### config.mk
export PLATFORM = sky130hd
export DESIGN_NAME = pulse_divider
export DESIGN_NICKNAME = d
export VERILOG_FILES = /design/src/rtl/pulse_divider_pkg.sv /design/src/rtl/pulse_div_ch.sv /design/src/rtl/pulse_divider.sv
export SDC_FILE = /design/constraint.sdc
export NUM_CORES = 1
export LEC_CHECK = 0
export ABC_CLOCK_PERIOD_IN_PS = 10800
export BUFFER_PORTS_ARGS = -buffer_cell sky130_fd_sc_hd__buf_2
export CAP_MARGIN = 20
export CORE_UTILIZATION = 30
export DETAILED_ROUTE_END_ITERATION = 12
export MAX_ROUTING_LAYER = met4
export SYNTH_ARGS = -nofsm -noshare
export SYNTH_HDL_FRONTEND = slang
export SYNTH_SLANG_ARGS = --single-unit
### constraint.sdc
create_clock -name clk -period 10.8 [get_ports clk]
set_input_delay 0.54 -clock clk [delete_from_list [all_inputs] [get_ports clk]]
set_output_delay 0.54 -clock clk [all_outputs]
set_load 0.005 [all_outputs]
### src/rtl/pulse_divider_pkg.sv
// -----------------------------------------------------------------------------
// pulse_divider_pkg
// Shared constants for the pulse divider block.
//   MODE_PULSE  - channel output is a one-cycle pulse on every wrap
//   MODE_SQUARE - channel output toggles on every wrap (50% duty square wave)
//   DEFAULT_DIV - reset divisor; 50 MHz / 50_000_000 gives a 1 Hz tick
// -----------------------------------------------------------------------------
package pulse_divider_pkg;

    localparam logic MODE_PULSE  = 1'b0;
    localparam logic MODE_SQUARE = 1'b1;

    localparam int unsigned DEFAULT_DIV = 50_000_000;

endpackage : pulse_divider_pkg

### src/rtl/pulse_div_ch.sv
// -----------------------------------------------------------------------------
// pulse_div_ch
// One divider channel: counts enabled cycles modulo an active divisor D and
// emits a registered wrap strobe (tick) plus a mode-dependent output (y).
// A new divisor is staged in a pending register and only becomes active on a
// wrap, or straight away while the channel is disabled.
//
// Ports
//   clk     in   rising-edge clock
//   rst     in   asynchronous active-high reset
//   en      in   channel enable; low holds the counter at 0 and outputs at 0
//   mode    in   MODE_PULSE / MODE_SQUARE, sampled at each wrap
//   clr     in   synchronous clear of counter and outputs (divisors kept)
//   wr      in   divisor write strobe, already decoded for this channel
//   wr_val  in   divisor value written by wr
//   y       out  registered channel output
//   tick    out  registered one-cycle strobe following every wrap
// -----------------------------------------------------------------------------
module pulse_div_ch
    import pulse_divider_pkg::*;
#(
    parameter int          DIV_W   = 32,
    parameter int unsigned DEF_DIV = DEFAULT_DIV
) (
    input  logic             clk,
    input  logic             rst,
    input  logic             en,
    input  logic             mode,
    input  logic             clr,
    input  logic             wr,
    input  logic [DIV_W-1:0] wr_val,
    output logic             y,
    output logic             tick
);

    localparam logic [DIV_W-1:0] RST_DIV = DIV_W'(DEF_DIV);
    localparam logic [DIV_W-1:0] ONE     = DIV_W'(1);

    logic [DIV_W-1:0] cnt_q, cnt_d;
    logic [DIV_W-1:0] div_q, div_d;
    logic [DIV_W-1:0] pend_val_q, pend_val_d;
    logic             pend_q, pend_d;
    logic             mode_q, mode_d;
    logic             y_q, y_d;
    logic             tick_q, tick_d;
    // Goes high on the first clock after reset release, so counting starts
    // on the second rising edge after deassertion.
    logic             run_q;

    logic [DIV_W-1:0] div_last;
    logic             at_last;

    // A divisor of 0 behaves like 1; clamping before the subtraction keeps
    // the terminal count from underflowing to all-ones.
    assign div_last = (div_q == '0) ? '0 : (div_q - ONE);
    assign at_last  = (cnt_q == div_last);

    always_comb begin
        cnt_d      = cnt_q;
        div_d      = div_q;
        pend_val_d = pend_val_q;
        pend_d     = pend_q;
        mode_d     = mode_q;
        y_d        = y_q;
        tick_d     = 1'b0;

        // The pending value always tracks the latest write; only the pending
        // flag and the promotion into the active divisor depend on state.
        if (wr) begin
            pend_val_d = wr_val;
        end

        if (clr) begin
            // Clear wins over a wrap; divisors and pending state survive.
            cnt_d = '0;
            y_d   = 1'b0;
            if (wr) begin
                pend_d = 1'b1;
            end
        end else if (!en) begin
            // Idle channel: no period in flight, so a divisor can apply now.
            cnt_d  = '0;
            y_d    = 1'b0;
            mode_d = mode;
            if (wr) begin
                div_d  = wr_val;
                pend_d = 1'b0;
            end else if (pend_q) begin
                div_d  = pend_val_q;
                pend_d = 1'b0;
            end
        end else if (!run_q) begin
            if (wr) begin
                pend_d = 1'b1;
            end
        end else if (at_last) begin
            cnt_d  = '0;
            tick_d = 1'b1;
            mode_d = mode;
            y_d    = (mode == MODE_PULSE) ? 1'b1 : ~y_q;
            // A write landing on the wrap cycle governs the next period.
            if (wr) begin
                div_d  = wr_val;
                pend_d = 1'b0;
            end else if (pend_q) begin
                div_d  = pend_val_q;
                pend_d = 1'b0;
            end
        end else begin
            cnt_d = cnt_q + ONE;
            if (mode_q == MODE_PULSE) begin
                y_d = 1'b0;
            end
            if (wr) begin
                pend_d = 1'b1;
            end
        end
    end

    always_ff @(posedge clk or posedge rst) begin
        if (rst) begin
            cnt_q      <= '0;
            div_q      <= RST_DIV;
            pend_val_q <= RST_DIV;
            pend_q     <= 1'b0;
            mode_q     <= MODE_PULSE;
            y_q        <= 1'b0;
            tick_q     <= 1'b0;
            run_q      <= 1'b0;
        end else begin
            cnt_q      <= cnt_d;
            div_q      <= div_d;
            pend_val_q <= pend_val_d;
            pend_q     <= pend_d;
            mode_q     <= mode_d;
            y_q        <= y_d;
            tick_q     <= tick_d;
            run_q      <= 1'b1;
        end
    end

    assign y    = y_q;
    assign tick = tick_q;

endmodule : pulse_div_ch

### src/rtl/pulse_divider.sv
// -----------------------------------------------------------------------------
// pulse_divider
// NUM_CH independent programmable clock-enable dividers. The top only decodes
// the divisor write port and gathers the per-channel outputs.
//
// Ports
//   clk      in   rising-edge clock
//   rst      in   asynchronous active-high reset
//   en       in   [NUM_CH]  per-channel enable
//   mode     in   [NUM_CH]  per-channel mode (0 pulse, 1 square)
//   clr      in   synchronous clear of all counters and outputs
//   div_wr   in   divisor write strobe
//   div_ch   in   [CH_W]    target channel; values >= NUM_CH are ignored
//   div_val  in   [DIV_W]   divisor value
//   y        out  [NUM_CH]  per-channel registered output
//   tick     out  [NUM_CH]  per-channel one-cycle wrap strobe
// -----------------------------------------------------------------------------
module pulse_divider
    import pulse_divider_pkg::*;
#(
    parameter int          NUM_CH  = 4,
    parameter int          DIV_W   = 32,
    parameter int unsigned DEF_DIV = DEFAULT_DIV,
    localparam int         CH_W    = (NUM_CH > 1) ? $clog2(NUM_CH) : 1
) (
    input  logic              clk,
    input  logic              rst,
    input  logic [NUM_CH-1:0] en,
    input  logic [NUM_CH-1:0] mode,
    input  logic              clr,
    input  logic              div_wr,
    input  logic [CH_W-1:0]   div_ch,
    input  logic [DIV_W-1:0]  div_val,
    output logic [NUM_CH-1:0] y,
    output logic [NUM_CH-1:0] tick
);

    logic [NUM_CH-1:0] wr_hit;

    // An out-of-range div_ch matches no generated index, so it is dropped.
    genvar gi;
    generate
        for (gi = 0; gi < NUM_CH; gi++) begin : g_ch
            assign wr_hit[gi] = div_wr && (div_ch == CH_W'(gi));

            pulse_div_ch #(
                .DIV_W   (DIV_W),
                .DEF_DIV (DEF_DIV)
            ) u_ch (
                .clk    (clk),
                .rst    (rst),
                .en     (en[gi]),
                .mode   (mode[gi]),
                .clr    (clr),
                .wr     (wr_hit[gi]),
                .wr_val (div_val),
                .y      (y[gi]),
                .tick   (tick[gi])
            );
        end
    endgenerate

endmodule : pulse_divider
==> results_dict.tcl, run 1 <==
set metrics [dict create \
    maxSlewHeadroom_pct 32.5 \
    setup_viol 0 \
    avgSynthCellArea_sq_um 9.49 \
    startpoint_type "flip-flop" \
    clk_latency_ns 0.60 \
    dr.pass1.iters 5 \
    grt_pass1_vias 19300 \
    synth-seq-cells 401 \
    cp_max_fo 29 \
    leakage_nw 10.0 \
    finalHoldViolCount 0 \
    grt_max_degree 174 \
    pwr-share-comb_pct 27.9 \
    cts.clk_slew.worst_paths_ns 0.06 \
    worst_pin_slew_ns 1.00 \
    syn-instance-count 2602 \
    ant_nets 0 \
    rsz0062_at_grt "no" \
    cts_resized 0 \
    finalNetCount 2595 \
    grt.total_usage_pct 18.5 \
    cts_setup_buffers 0 \
    port_buffers 53 \
    drt_iter0_drc 1673 \
    skew_ns 0.0141 \
    instances_no_fill 3647 \
    drv_slew 0 \
    clock_sinks 401 \
    power_density_nw_per_um2 199 \
    cts.path.max_buffers 3 \
    synth_seq_area_share_pct 41.1 \
    drt-total-wl_mm 75.0 \
    dp_hpwl_mm 54.0 \
    finalPower_w 0.00544 \
    synth_area_sq_um 24700 \
    yosys_warnings 0 \
    holdCritPathClass "in2async" \
    status "completed" \
    cts_tree "done" \
    period_needed_ns 5.50 \
    synth-edff-count 0 \
    required_ns 11.23 \
    synthFlopType "dfrtp_1" \
    multi_input_area_sq_um 13500 \
    clockPowerShare_pct 29.6 \
    seqCellArea_sq_um 10200 \
    cts-root-buf "clkbuf_16" \
    via_count 20500 \
    grt-ovfl-total 0 \
    p_int_w 0.00352 \
    synth_nets 2656 \
    wl_per_cell_um 20.6 \
    drc 0 \
    swShare_pct 35.3 \
    start_util_pct 30.5 \
    grt_first_pass_wirelength_mm 118 \
    seqPwrFrac_pct 42.4 \
    dieArea_sq_um 83500 \
    fillers 8217 \
    peakVddDrop_mv 0.112 \
    cts_buffers 45 \
    critPathKind "reg2reg" \
    h-tree-depth 2 \
    fin_tns_setup_ns 0 \
    cap_violations 0 \
    grt_antenna_before_repair 14 \
    globalplace.congestion 0.969 \
    area_growth_pct 10.7 \
    postSynth.asyncResetShare_pct 100 \
    cp_data_arrival_time_ns 5.93 \
    rrSetupSlack_ns 5.30 \
    synth.distinct_cells 91 \
    io_pins 54 \
    fmax_ghz 0.182 \
    hold_buffers 0 \
    core_sq_um 81100 \
    cp-end-kind "flip-flop" \
    die_w_um 289 \
    dp_cells 3554 \
    switchingPower_w 0.00192 \
    drive_gt1_share_pct 20.8 \
    period_share_pct 50.9 \
    vias_per_cell 5.61 \
    fp.dieH_um 289 \
    rows 104 \
]
[cell type report]
| class | count | share of cell area (%) |
|---|---|---|
| Antenna cell | 9 | 0.0824 |
| Clock buffer | 60 | 4.74 |
| Sequential cell | 401 | 37.1 |
| Multi-Input combinational cell | 1942 | 49.4 |
| Timing Repair Buffer | 87 | 1.96 |
| Inverter | 64 | 0.892 |
| Tap cell | 1060 | 4.85 |
| Clock inverter | 24 | 0.942 |
[worst max-delay path, stage by stage, from the launching register on]
cell	delay, ns
dfrtp_1	0.48
or4_1	0.87
nor4_1	0.81
nand3_1	0.61
o311a_1	0.52
a2111oi_0	0.44
nand4_1	0.12
or3b_1	0.37
buf_4	0.24
nand2_1	0.60
o311ai_0	0.24
[cell usage in the layout (no fill, tap or decap), types with 13 or more instances in the layout]
master and instances:
dfrtp_1 305, nand2_1 216, mux2_2 211, nor2_1 144, nand3_1 112, nand4_1 96
dfstp_2 96, o21ai_0 95, xnor2_1 84, nor3_1 79, nor4_1 73, a21oi_1 66
inv_1 61, mux2_1 60, or3_1 57, xor2_1 54, buf_2 53, or4_1 49
clkbuf_16 47, o311ai_0 38, or2_2 36, a31oi_1 34, o31ai_1 32, and3_1 32
buf_4 32, mux2i_1 25, a21o_1 20, a22oi_1 19, nand2b_1 16, and2_1 16
nor2b_1 15, a211oi_1 15, o211ai_1 14, a22o_1 14, nor4b_1 13, nand4b_1 13
o2111ai_1 13
[cell families after synthesis]
| kind of cell | after synthesis | synth area share [%] |
|---|---|---|
| and+or+nand+nor | 1030 | 22.5 |
| AOI/OAI and AO/OA | 468 | 13.4 |
| DFF | 401 | 41.1 |
| muxes | 296 | 13.4 |
| buffers and inverters | 259 | 4.31 |
| xor gates and xnor gates | 139 | 4.98 |
| adders and majority gates | 8 | 0.405 |
| other | 1 | 0.0152 |
[stage by stage]
step	area [sq um]	worst slack [ns]	utilization, %	hold slack, ns
2_1_floorplan	24700	4.94	-	0.466
4_1_cts	27300	5.36	33.7	0.172
5_1_grt	27300	4.88	33.7	0.212
6_report	27300	5.30	33.7	0.161
3_3_place_gp	25800	5.55	31.8	0.475
3_5_place_dp	25800	5.38	31.8	0.479
[synth_stat cells (7+ instances only)]
cell,count,area (sq um)
dfrtp_1,305,7630
nand2_1,216,811
mux2_2,211,2380
nor2_1,149,559
clkbuf_1,142,533
nand3_1,112,561
dfstp_2,96,2520
nand4_1,96,601
o21ai_0,95,475
xnor2_1,84,736
nor3_1,80,400
nor4_1,73,457
a21oi_1,67,335
inv_1,62,233
mux2_1,60,676
or3_1,57,357
xor2_1,54,473
or4_1,49,368
o311ai_0,38,333
or2_2,36,225
a31oi_1,34,213
and3_1,32,200
o31ai_1,32,240
buf_1,26,97.6
mux2i_1,25,250
a21o_1,20,150
a22oi_1,19,143
and2_1,16,100
nand2b_1,16,100
a211oi_1,15,113
nor2b_1,15,93.8
a22o_1,14,123
o211ai_1,14,105
nand4b_1,13,114
nor3b_1,13,97.6
nor4b_1,13,114
o2111ai_1,13,114
and4_1,12,105
buf_2,12,60.1
o22ai_1,12,75.1
nand3b_1,11,82.6
a221oi_1,8,70.1
buf_4,8,60.1
ha_1,8,100
o31a_1,7,61.3
[sequential cells by signal, summed over array words and instances, names as in the netlist]
signal and count:
g_ch.u_ch.cnt_q 128, g_ch.u_ch.div_q 128, g_ch.u_ch.pend_val_q 128, g_ch.u_ch.mode_q 4, g_ch.u_ch.pend_q 4, g_ch.u_ch.tick 4, g_ch.u_ch.y 4, g_ch.u_ch.run_q 1
[layer usage]
metal  global-route usage (%)  vias to the layer above  share of wire, %
met5                        -                        -                 0
met4                     4.95                        0               2.4
met3                     3.07                      105               6.2
met2                     27.8                      605                44
met1                     25.7                    10100                47
li1                         -                     9642                 -
[power by group through the flow]
| stage | combinational (W) | clock [W] | sequential [W] |
|---|---|---|---|
| final | 0.00152 | 0.00161 | 0.00231 |
| after global routing | 0.00167 | 0.00171 | 0.00236 |
| after CTS | 0.00151 | 0.00165 | 0.00230 |
| after detailed placement | 0.00150 | 0 | 0.00232 |
| after global placement | 0.00150 | 0 | 0.00231 |
| after floorplan | 0.00125 | 0 | 0.00210 |
[final timing paths]
| kind | from | cells after the start | endpoint |
|---|---|---|---|
| max in group asynchronous | rst | 4 | g_ch[1].u_ch.div_q[2]$_DFFE_PP0P_ |
| worst max register to register | g_ch[2].u_ch.div_q[10]$_DFFE_PP0P_ | 10 | g_ch[2].u_ch.cnt_q[12]$_DFFE_PP0P_ |
| worst max-delay path | g_ch[2].u_ch.div_q[10]$_DFFE_PP0P_ | 10 | g_ch[2].u_ch.cnt_q[12]$_DFFE_PP0P_ |
| worst min register to register | g_ch[2].u_ch.pend_val_q[9]$_DFFE_PP0P_ | 1 | g_ch[2].u_ch.pend_val_q[9]$_DFFE_PP0P_ |
| worst min-delay path | rst | 3 | g_ch[1].u_ch.cnt_q[27]$_DFFE_PP0P_ |
| min in group clk | mode[3] | 2 | g_ch[3].u_ch.mode_q$_DFFE_PP0P_ |
No activity file was read; power rests on OpenSTA's default activity.
==> inputs of run 2 (changes only) <==
--- a/config.mk
+++ b/config.mk
@@ -5,7 +5,7 @@
 export SDC_FILE = /design/constraint.sdc
 export NUM_CORES = 1
 export LEC_CHECK = 0
-export ABC_CLOCK_PERIOD_IN_PS = 10800
+export ABC_CLOCK_PERIOD_IN_PS = 5050
 export BUFFER_PORTS_ARGS = -buffer_cell sky130_fd_sc_hd__buf_2
 export CAP_MARGIN = 20
 export CORE_UTILIZATION = 30
==> constraint.sdc (replaced) <==
create_clock -name clk -period 5.05 [get_ports clk]
set_input_delay 0.2525 -clock clk [delete_from_list [all_inputs] [get_ports clk]]
set_output_delay 0.2525 -clock clk [all_outputs]
set_load 0.005 [all_outputs]
==> run 2 against run 1 <==
Net effect: clock-buffer cell count stayed put; sequential power is 110% higher; register-to-register slack worse by 4.8 ns; sequential share of layout area is 0.44 points lower; final area is 1.2% higher; critical path depth is 3 higher; clock power is 120% higher; sequential cell count stayed put; wire length is 1.2% lower.
==> results_dict.tcl, run 2 (same netlist as run 1, synthesis figures left out) <==
set metrics [dict create \
    crit_path_start "g_ch[2].u_ch.div_q[0]$_DFFE_PP0P_" \
    cts-root-buf "clkbuf_16" \
    maxSlewHeadroom_pct 28.7 \
    required_ns 5.52 \
    start_util_pct 30.5 \
    fmax_ghz 0.219 \
    leakage_nw 10.2 \
    die_w_um 289 \
    drt-total-wl_mm 74.1 \
    grt.total_usage_pct 18.2 \
    fillers 8196 \
    pwr-share-comb_pct 28.3 \
    grt_antenna_before_repair 9 \
    status "completed" \
    met2WireLength_mm 33.1 \
    h-tree-depth 2 \
    period_share_pct 90.5 \
    place_area_sq_um 26000 \
    max_stage_delay_ns 0.73 \
    setup_viol 0 \
    worst_pin_slew_ns 1.06 \
    layout_common_cells "dfrtp_1 (305), nand2_1 (216), mux2_2 (211)" \
    fp.dieH_um 289 \
    drc 0 \
    dp_slack_ns 0.498 \
    cp_max_fo 32 \
    holdCritPathClass "in2reg" \
    rsz0062_at_grt "no" \
    grt_first_pass_wirelength_mm 116 \
    cp_cell_sequence "inv_1 > ha_1 > or3b_2 > or4_1 > nor4_1 > xnor2_1 > a221o_1 > nor3_1 > nand4b_1 > o41ai_2 > nand2_1 > buf_4 > mux2_1" \
    wl_per_cell_um 20.2 \
    drt_iter0_drc 1803 \
    cts.clk_slew.worst_paths_ns 0.06 \
    clock_sinks 401 \
    swShare_pct 34.7 \
    core_sq_um 81100 \
    grt_pass1_vias 19400 \
    cts_buffers 44 \
    dr.pass1.iters 5 \
    globalplace.congestion 0.920 \
    min_from "en[3]" \
    port_buffers 53 \
    drv_slew 0 \
    rows 104 \
    vias_per_cell 5.58 \
    area_growth_pct 12.0 \
    dp_hpwl_mm 53.6 \
    fin_area_sq_um 27700 \
    dr_wl_met3_mm 4.67 \
    final_common_cell "dfrtp_1" \
    peakVddDrop_mv 0.229 \
    grt-ovfl-total 0 \
    clockPowerShare_pct 29.9 \
    critPathTopFamily "simple AND/OR/NAND/NOR gates" \
    dieArea_sq_um 83500 \
    switchingPower_w 0.00408 \
    clk_latency_ns 0.59 \
    cts.path.max_buffers 3 \
    cap_violations 0 \
    io_pins 54 \
    finalPower_w 0.0118 \
    p_int_w 0.00767 \
    via_count 20500 \
    drive_gt1_share_pct 21.5 \
    worst_path_max_delay_cell "or4_1" \
    cts_resized 0 \
    largestRegisters "g_ch.u_ch.cnt_q x128, g_ch.u_ch.div_q x128, g_ch.u_ch.pend_val_q x128" \
    startpoint_type "flip-flop" \
    postLayoutSetupSlackWorst_ns 0.478 \
    cp-end-kind "flip-flop" \
    met1Wirelength_mm 34.7 \
    finalNetCount 2630 \
    period_needed_ns 4.57 \
    power_density_nw_per_um2 425 \
    grt_max_degree 124 \
    fin_util_pct 34.1 \
    cts_tree "done" \
    fin_tns_setup_ns 0 \
    ant_nets 0 \
    top_layer_used "met4" \
    finalHoldViolCount 0 \
    reg2reg_from "g_ch[2].u_ch.div_q[0]$_DFFE_PP0P_" \
    cp_data_arrival_time_ns 5.04 \
    skew_ns 0.0188 \
    seqPwrFrac_pct 41.8 \
    worst-path-buf-inv 2 \
    critPathKind "reg2reg" \
]
## run 2: stage by stage
step                hold slack [ns]  instances
floorplan                     0.394       2602
detailed placement            0.206       3582
CTS                          0.0205       3672
global route                 0.0347       3675
global placement              0.203       3582
finish                       0.0483       3675
## run 2: area by class of cell
| class | count | area [sq um] | share of cell area, % |
|---|---|---|---|
| Multi-Input combinational cell | 1942 | 13500 | 48.8 |
| Sequential cell | 401 | 10200 | 36.7 |
| Tap cell | 1060 | 1330 | 4.79 |
| Clock buffer | 60 | 1250 | 4.53 |
| Timing Repair Buffer | 123 | 861 | 3.11 |
| Clock inverter | 22 | 317 | 1.14 |
| Inverter | 64 | 244 | 0.882 |
| Antenna cell | 3 | 7.51 | 0.0271 |
## run 2: path summary, 6_finish.rpt
| check | to | slack (ns) | cells after the start |
|---|---|---|---|
| min in group asynchronous | g_ch[3].u_ch.div_q[28]$_DFFE_PP0P_ | 0.15 | 3 |
| worst min-delay path | g_ch[3].u_ch.pend_q$_DFF_PP0_ | 0.05 | 3 |
| worst min register to register | g_ch[2].u_ch.pend_val_q[16]$_DFFE_PP0P_ | 0.49 | 1 |
| worst max-delay path | g_ch[2].u_ch.div_q[6]$_DFFE_PP0P_ | 0.48 | 13 |
| max in group asynchronous | g_ch[0].u_ch.cnt_q[30]$_DFFE_PP0P_ | 3.77 | 4 |
| worst max register to register | g_ch[2].u_ch.div_q[6]$_DFFE_PP0P_ | 0.48 | 13 |
## run 2: power by group through the flow
stage / registers (W) / logic [W] / clock network, W
global placement: 0.00494 / 0.00327 / 0
detailed placement: 0.00496 / 0.00328 / 0
finish: 0.00492 / 0.00333 / 0.00351
floorplan: 0.00448 / 0.00268 / 0
CTS: 0.00491 / 0.00331 / 0.00358
global route: 0.00504 / 0.00366 / 0.00371
## run 2: per-layer routing
layer	global-route usage, %	up-vias
met1	25.2	10200
met2	27.2	553
li1	-	9665
met4	4.54	0
met5	-	-
met3	3.29	106
## run 2: what timing repair did
action                                 CTS  global route
buffers inserted                         0             0
hold buffers                             8             0
endpoints found under the hold margin   12             0
## run 2: worst reg2reg max path: stages, from the launching register on
cell	delay [ns]
dfrtp_1	0.43
inv_1	0.12
ha_1	0.18
or3b_2	0.59
or4_1	0.73
nor4_1	0.30
xnor2_1	0.19
a221o_1	0.32
nor3_1	0.21
nand4b_1	0.19
o41ai_2	0.46
nand2_1	0.09
buf_4	0.28
mux2_1	0.39
